--- config.mk ---
export PLATFORM = sky130hd
export DESIGN_NAME = alu_operand_loader
export DESIGN_NICKNAME = d
export VERILOG_FILES = /design/src/rtl/alu_operand_loader.sv
export SDC_FILE = /design/constraint.sdc
export NUM_CORES = 1
export LEC_CHECK = 0
export CORE_AREA = 2 2 73 75
export DETAILED_ROUTE_END_ITERATION = 10
export DIE_AREA = 0 0 75 77
export DONT_BUFFER_PORTS = 1
export PLACE_DENSITY_LB_ADDON = 0.2
export SYNTH_ARGS = -nofsm -noshare
export SYNTH_HDL_FRONTEND = slang
export SYNTH_SLANG_ARGS = --single-unit
--- constraint.sdc ---
create_clock -name CLOCK_50 -period 2.2 [get_ports CLOCK_50]
set_input_delay 0.44 -clock CLOCK_50 [delete_from_list [all_inputs] [get_ports CLOCK_50]]
set_output_delay 0.44 -clock CLOCK_50 [all_outputs]
set_load 0.01 [all_outputs]
--- src/rtl/alu_operand_loader.sv ---
// Operand entry sequencer for the ALU core: debounced step button walks
// A -> B -> OP -> SHOW and commits the A/B/OP triple atomically.
module alu_operand_loader #(
   parameter int DEBOUNCE_CYCLES = 500000
) (
   input  logic       CLOCK_50,
   input  logic       RESET_N,
   input  logic [3:0] SW_DATA,
   input  logic       STEP_N,
   output logic [3:0] A_OUT,
   output logic [3:0] B_OUT,
   output logic [1:0] OP_OUT,
   output logic       VALID,
   output logic [1:0] PHASE
);

   localparam int CW = $clog2(DEBOUNCE_CYCLES + 1);
   localparam logic [CW-1:0] CNT_MAX = CW'(DEBOUNCE_CYCLES - 1);

   typedef enum logic [1:0] {
      LOAD_A  = 2'b00,
      LOAD_B  = 2'b01,
      LOAD_OP = 2'b10,
      SHOW    = 2'b11
   } state_t;

   logic          step_s1_q;
   logic          step_s2_q;
   logic [3:0]    sw_s1_q;
   logic [3:0]    sw_s2_q;
   logic          db_q;
   logic          db_d;
   logic          db_dly_q;
   logic          press_q;
   logic [CW-1:0] cnt_q;
   logic [CW-1:0] cnt_d;
   state_t        state_q;
   logic [3:0]    a_stage_q;
   logic [3:0]    b_stage_q;
   logic [3:0]    a_out_q;
   logic [3:0]    b_out_q;
   logic [1:0]    op_out_q;
   logic          valid_q;

   always_ff @(posedge CLOCK_50 or negedge RESET_N) begin
      if (!RESET_N) begin
         step_s1_q <= 1'b1;
         step_s2_q <= 1'b1;
         sw_s1_q   <= '0;
         sw_s2_q   <= '0;
      end else begin
         step_s1_q <= STEP_N;
         step_s2_q <= step_s1_q;
         sw_s1_q   <= SW_DATA;
         sw_s2_q   <= sw_s1_q;
      end
   end

   // Any return to the accepted level restarts the stability count.
   always_comb begin
      cnt_d = '0;
      db_d  = db_q;
      if (step_s2_q != db_q) begin
         if (cnt_q == CNT_MAX) begin
            db_d = step_s2_q;
         end else begin
            cnt_d = cnt_q + CW'(1);
         end
      end
   end

   always_ff @(posedge CLOCK_50 or negedge RESET_N) begin
      if (!RESET_N) begin
         cnt_q    <= '0;
         db_q     <= 1'b1;
         db_dly_q <= 1'b1;
         press_q  <= 1'b0;
      end else begin
         cnt_q    <= cnt_d;
         db_q     <= db_d;
         db_dly_q <= db_q;
         press_q  <= db_dly_q & ~db_q;
      end
   end

   always_ff @(posedge CLOCK_50 or negedge RESET_N) begin
      if (!RESET_N) begin
         state_q   <= LOAD_A;
         a_stage_q <= '0;
         b_stage_q <= '0;
         a_out_q   <= '0;
         b_out_q   <= '0;
         op_out_q  <= '0;
         valid_q   <= 1'b0;
      end else begin
         valid_q <= 1'b0;
         if (press_q) begin
            unique case (state_q)
               LOAD_A: begin
                  a_stage_q <= sw_s2_q;
                  state_q   <= LOAD_B;
               end
               LOAD_B: begin
                  b_stage_q <= sw_s2_q;
                  state_q   <= LOAD_OP;
               end
               LOAD_OP: begin
                  a_out_q  <= a_stage_q;
                  b_out_q  <= b_stage_q;
                  op_out_q <= sw_s2_q[1:0];
                  valid_q  <= 1'b1;
                  state_q  <= SHOW;
               end
               SHOW: begin
                  state_q <= LOAD_A;
               end
            endcase
         end
      end
   end

   assign A_OUT  = a_out_q;
   assign B_OUT  = b_out_q;
   assign OP_OUT = op_out_q;
   assign VALID  = valid_q;
   assign PHASE  = state_q;

endmodule

# After elaboration in Yosys (flattened, before gate mapping)
# Cells that the tools add are included.
word_totals:
  ff_bits: 53
  wordCells: 33
  in_bits: 7
op_classes:
  reduce_logical: 5
  n_bitwise: 2
  eq_ne: 5
  mux: 5
  add_sub_neg: 1
ops:
  columns: ["cell", "count"]
  rows:
  - ["19-bit 2-to-1 mux", 2]
  - ["19-bit by 1-bit adder with 19-bit output (second input constant)", 1]
  - ["19-bit == test (second input constant)", 1]
  - ["2-bit case mux with 4 select lines", 1]
  - ["2-bit AND reduction", 4]
  - ["2-bit == test (second input constant)", 2]
  - ["2-bit by 1-bit == test with 1-bit output (second input constant)", 1]
  - ["2-bit zero test", 1]
  - ["1-bit 2-to-1 mux", 2]
  - ["1-bit AND", 1]
  - ["1-bit inequality test", 1]
  - ["1-bit inverter", 1]

# Longest topological paths before layout
depth:
  depth_word: 3
  depth_mapped: 5
  depth_no_buf: 5

# Worst setup path before layout
# OpenSTA, ideal clock, no wires.
synth_path:
  path_kind: "register to register"
  startpoint: "register cnt_q[14]"
  endpoint: "register cnt_q[11]"
  synth_period_minus_slack_ns: 1.993
  path_slack_ns: 0.207
  stages_incl_launch_ff: 6
  arrival_time_ns: 1.875
  required_ns: 2.081
  cell_sequence: "dfrtp_1 or4_1 or4_4 o21ai_4 buf_6 nor2_1"
synth_between:
  elab_chain_cells: 3
synth_rtl:
  columns: ["element", "line", "text"]
  rows:
  - ["start, declared", "35", "logic [CW-1:0] cnt_q;"]
  - ["start signal, assigned", "79", "cnt_q <= cnt_d;"]
  - ["19-bit == test", "64", "if (cnt_q == CNT_MAX) begin"]
  - ["19-bit 2-to-1 mux", "64", null]
  - ["19-bit 2-to-1 mux", "63", "if (step_s2_q != db_q) begin"]
  - ["named net cnt_d[11]", "36", "logic [CW-1:0] cnt_d;"]
# The timed path passes the listed nets, and every way through them passes these cells.
# A chain may end at the register's enable or synchronous reset.

# Worst setup path in the final report
layout_path:
  startpoint: "register cnt_q[14]"
  endpoint: "register cnt_q[3]"
# Same word-level chain as after synthesis.

==> run_results.csv <==
group,metric,value,unit
timing,max_clock_freq,0.483,GHz
grt,grt_max_degree,54,
logic_synthesis,ys_async_sr_fraction,100,%
logic_synthesis,synth.yosys.seq_area_share,61.9,%
floorplan,coreArea,0.00498,mm²
timing,finalSetupTns,0,ps
logic_synthesis,mappedNetlistNets,181,
logic_synthesis,synthAdderAreaFrac,2.91,%
timing,timing.max_slew.rel_slack,70.4,%
place,io_buffers,0,
logic_synthesis,yosys_warnings,0,
logic_synthesis,synth-compound-area-share,4.13,%
finish,n_antenna_cell,0,
detailed_routing,drt-initial-drc-count,92,
floorplan,io-pin-count,20,
grt,globalRoute.totalOverflow,0,
worst_setup_path,path_max_fanout,7,
finish,ratio_of_cells_with_drive_above_1_in_the_final_layout,20.7,%
cts,ctsLongestPathBuffers,2,
logic_synthesis,synth.distinct_cells,30,
grt,first_global_vias,1383,
place,post-dp-hpwl,2370,µm
worst_setup_path,cp-end-kind,"flip-flop",
cts,tritoncts,"yes",
logic_synthesis,synth_top_family_by_area,"simple AND/OR/NAND/NOR gates",
timing,timing_worst_slew_pin_value,442,ps
power,power_switching,344,µW
power,cell_internal_power,1.23,mW
timing,grt_setup_unrepaired,"false",
grt,grt_antenna_before_repair,0,
worst_setup_path,r2r_cells,5,
worst_setup_path,worstPathRequired,2400,ps
power,overall_power,1.57,mW
power,power.share.combinational,2.8,%
timing,report.final.setup_viol,0,
timing,skew,4.80,ps
cts,clock_sinks,53,
worst_setup_path,startpoint_type,"flip-flop",
logic_synthesis,synth.ff_latch_count,53,
detailed_routing,routed_wire_length_per_instance,13.9,µm
grt,grtUsageTotal,13.7,%
cts,worst_skew_pair_latency,300,ps
worst_hold_path,timing.hold.worst_path_depth,0,
detailed_routing,firstDrtPassIters,4,
finish,fin_nets,190,
cts,clock_transition_at_the_registers_of_the_reported_paths,90,ps
logic_synthesis,muxShareOfSynthArea,9.95,%
floorplan,start_util,43.2,%
cts,ctsHtreeMaxLevel,2,
logic_synthesis,post_synth_xor_area_fraction,5.30,%
logic_synthesis,synth_area_per_cell,12.7,µm²
place,gp_congestion,0.866,
floorplan,std_cell_rows,26,
logic_synthesis,syn-instance-count,169,
cts,clk_root_buffer_cell,"clkbuf_8",
power,netSwitchingFraction,21.9,%
timing,period_share,94.1,%
power,ir_drop,0.314,mV
timing,slew_limit_fails,0,
floorplan,die_h,77,µm
power,leakage,1.06,nW
floorplan,die_w,75,µm
finish,area_growth_syn_to_layout,10.2,%
power,power.density,664,mW/mm²
timing,final-hold-violation-count,0,
floorplan,die-area,0.00578,mm²
grt,wire_length_of_the_first_global_routing_pass,6070,µm
outcome,run_status,"finished, final reports clean",
detailed_routing,routed_wirelength,3460,µm
worst_setup_path,arrival,2270,ps
power,share_seq_of_total_power,63.4,%
detailed_routing,drc_errors,0,
logic_synthesis,post_synth_and_or_nand_nor_area_fraction,13.6,%
logic_synthesis,post_synth_instance_area,0.00215,mm²
detailed_routing,post_detailed_route_count_of_antenna_violating_nets,0,
run,drv.max_cap_violation_count,0,
detailed_routing,via_count,1270,
timing,period_needed,2070,ps
detailed_routing,drt-vias-per-instance,5.10,
logic_synthesis,synth-main-ff-cell,"dfrtp_1",
worst_hold_path,holdCritPathClass,"in -> reg",
power,pwr-share-clk,33.8,%
worst_setup_path,worstSetupPathType,"reg -> reg",
logic_synthesis,synth_enable_flop_cells,0,
cts,cts-resized-gates,0,
cts,cts_buffers,5,
## sequential cells by signal, summed over array words and instances, names as in the netlist
name / cells
A_OUT: 4
B_OUT: 4
OP_OUT: 2
PHASE: 2
VALID: 1
a_stage_q: 4
b_stage_q: 4
cnt_q: 19
db_dly_q: 1
db_q: 1
press_q: 1
step_s1_q: 1
step_s2_q: 1
sw_s1_q: 4
sw_s2_q: 4
## critical path: stages, from the launching register on
cell,delay (ps)
dfrtp_1,420
or4_1,520
or4_4,560
o21ai_4,210
buf_4,190
nor2_1,50
## repair_timing
item,4_1_cts,5_1_grt
buffers inserted,0,0
endpoints found under the hold margin,53,0
hold buffers,2,0
## layer usage
layer | share of wire (%) | routed length, µm | track usage (%)
met5 | 0 | 0 | 0
met4 | 1.6 | 57 | 4.82
met3 | 4.1 | 141 | 4.86
met2 | 49 | 1700 | 21.8
met1 | 45 | 1560 | 16.8
## metrics by stage
stage / util [%] / hold WS, ps / cell area, µm² / setup WS [ps] / std cells
after floorplan: - / 144 / 2150 / 207 / 169
after global placement: 45.1 / 146 / 2240 / 159 / 239
after detailed placement: 45.1 / 146 / 2240 / 129 / 239
after CTS: 47.6 / 115 / 2370 / 117 / 249
after global routing: 47.6 / 102 / 2370 / 31.9 / 249
final: 47.6 / 128 / 2370 / 130 / 249
## power by group through the flow
stage | Clock, mW | Combinational [mW] | Sequential, mW
2_1_floorplan | 0 | 0.0147 | 1.01
3_3_place_gp | 0 | 0.0177 | 1.02
3_5_place_dp | 0 | 0.0189 | 1.02
4_1_cts | 0.558 | 0.0460 | 0.998
5_1_grt | 0.601 | 0.0521 | 1.00
6_report | 0.531 | 0.0438 | 0.997
## layout by cell type, fill, tap and decap left out, types with 2 or more instances in the layout
master and count:
a21oi_1 5, and3_1 2, buf_4 4, clkbuf_8 5, clkinvlp_4 2, dfrtp_1 49, dfstp_2 4, ha_1 5
inv_1 6, mux2_2 19, nand2_1 9, nand3_1 7, nand4_1 5, nor2_1 15, nor4_1 2, o21ai_0 5
o31ai_1 3, or3_1 3, or4_1 4, xnor2_1 8, xor2_1 5
## cell type report
class,instances,area (µm²)
fillers,452,2610
clock inverters,2,15.0
well taps,70,87.6
repair buffers,6,67.6
inverters,6,22.5
flip-flops and latches,53,1330
multi-input cells,106,772
clock buffers,6,72.6
## kinds of logic after synthesis
logic type | count (synthesis)
flops | 53
fa+ha+maj | 5
xor+xnor | 13
compound gates | 14
buf+inv | 10
mux | 19
simple gates | 55
## cells in the mapped netlist (2+ instances only)
| cell type | count | area share (%) |
|---|---|---|
| dfrtp_1 | 49 | 57 |
| mux2_2 | 19 | 10 |
| nor2_1 | 15 | 2.6 |
| nand2_1 | 9 | 1.6 |
| xnor2_1 | 8 | 3.3 |
| nand3_1 | 7 | 1.6 |
| inv_1 | 6 | 1.0 |
| a21oi_1 | 5 | 1.2 |
| ha_1 | 5 | 2.9 |
| nand4_1 | 5 | 1.5 |
| o21ai_0 | 5 | 1.2 |
| xor2_1 | 5 | 2.0 |
| dfstp_2 | 4 | 4.9 |
| or4_1 | 4 | 1.4 |
| o31ai_1 | 3 | 1.0 |
| or3_1 | 3 | 0.87 |
| and3_1 | 2 | 0.58 |
| clkbuf_1 | 2 | 0.35 |
| nor4_1 | 2 | 0.58 |
## worst paths after layout
check,start,to,slack (ps)
worst max-delay path,cnt_q[14],cnt_q[3],130
worst min-delay path,STEP_N,step_s1_q,130
worst max register to register,cnt_q[14],cnt_q[3],130
worst min register to register,step_s1_q,step_s2_q,360
max in group asynchronous,RESET_N,db_dly_q,1270
min in group asynchronous,RESET_N,A_OUT[2],660
No activity file was read; power rests on OpenSTA's default activity.
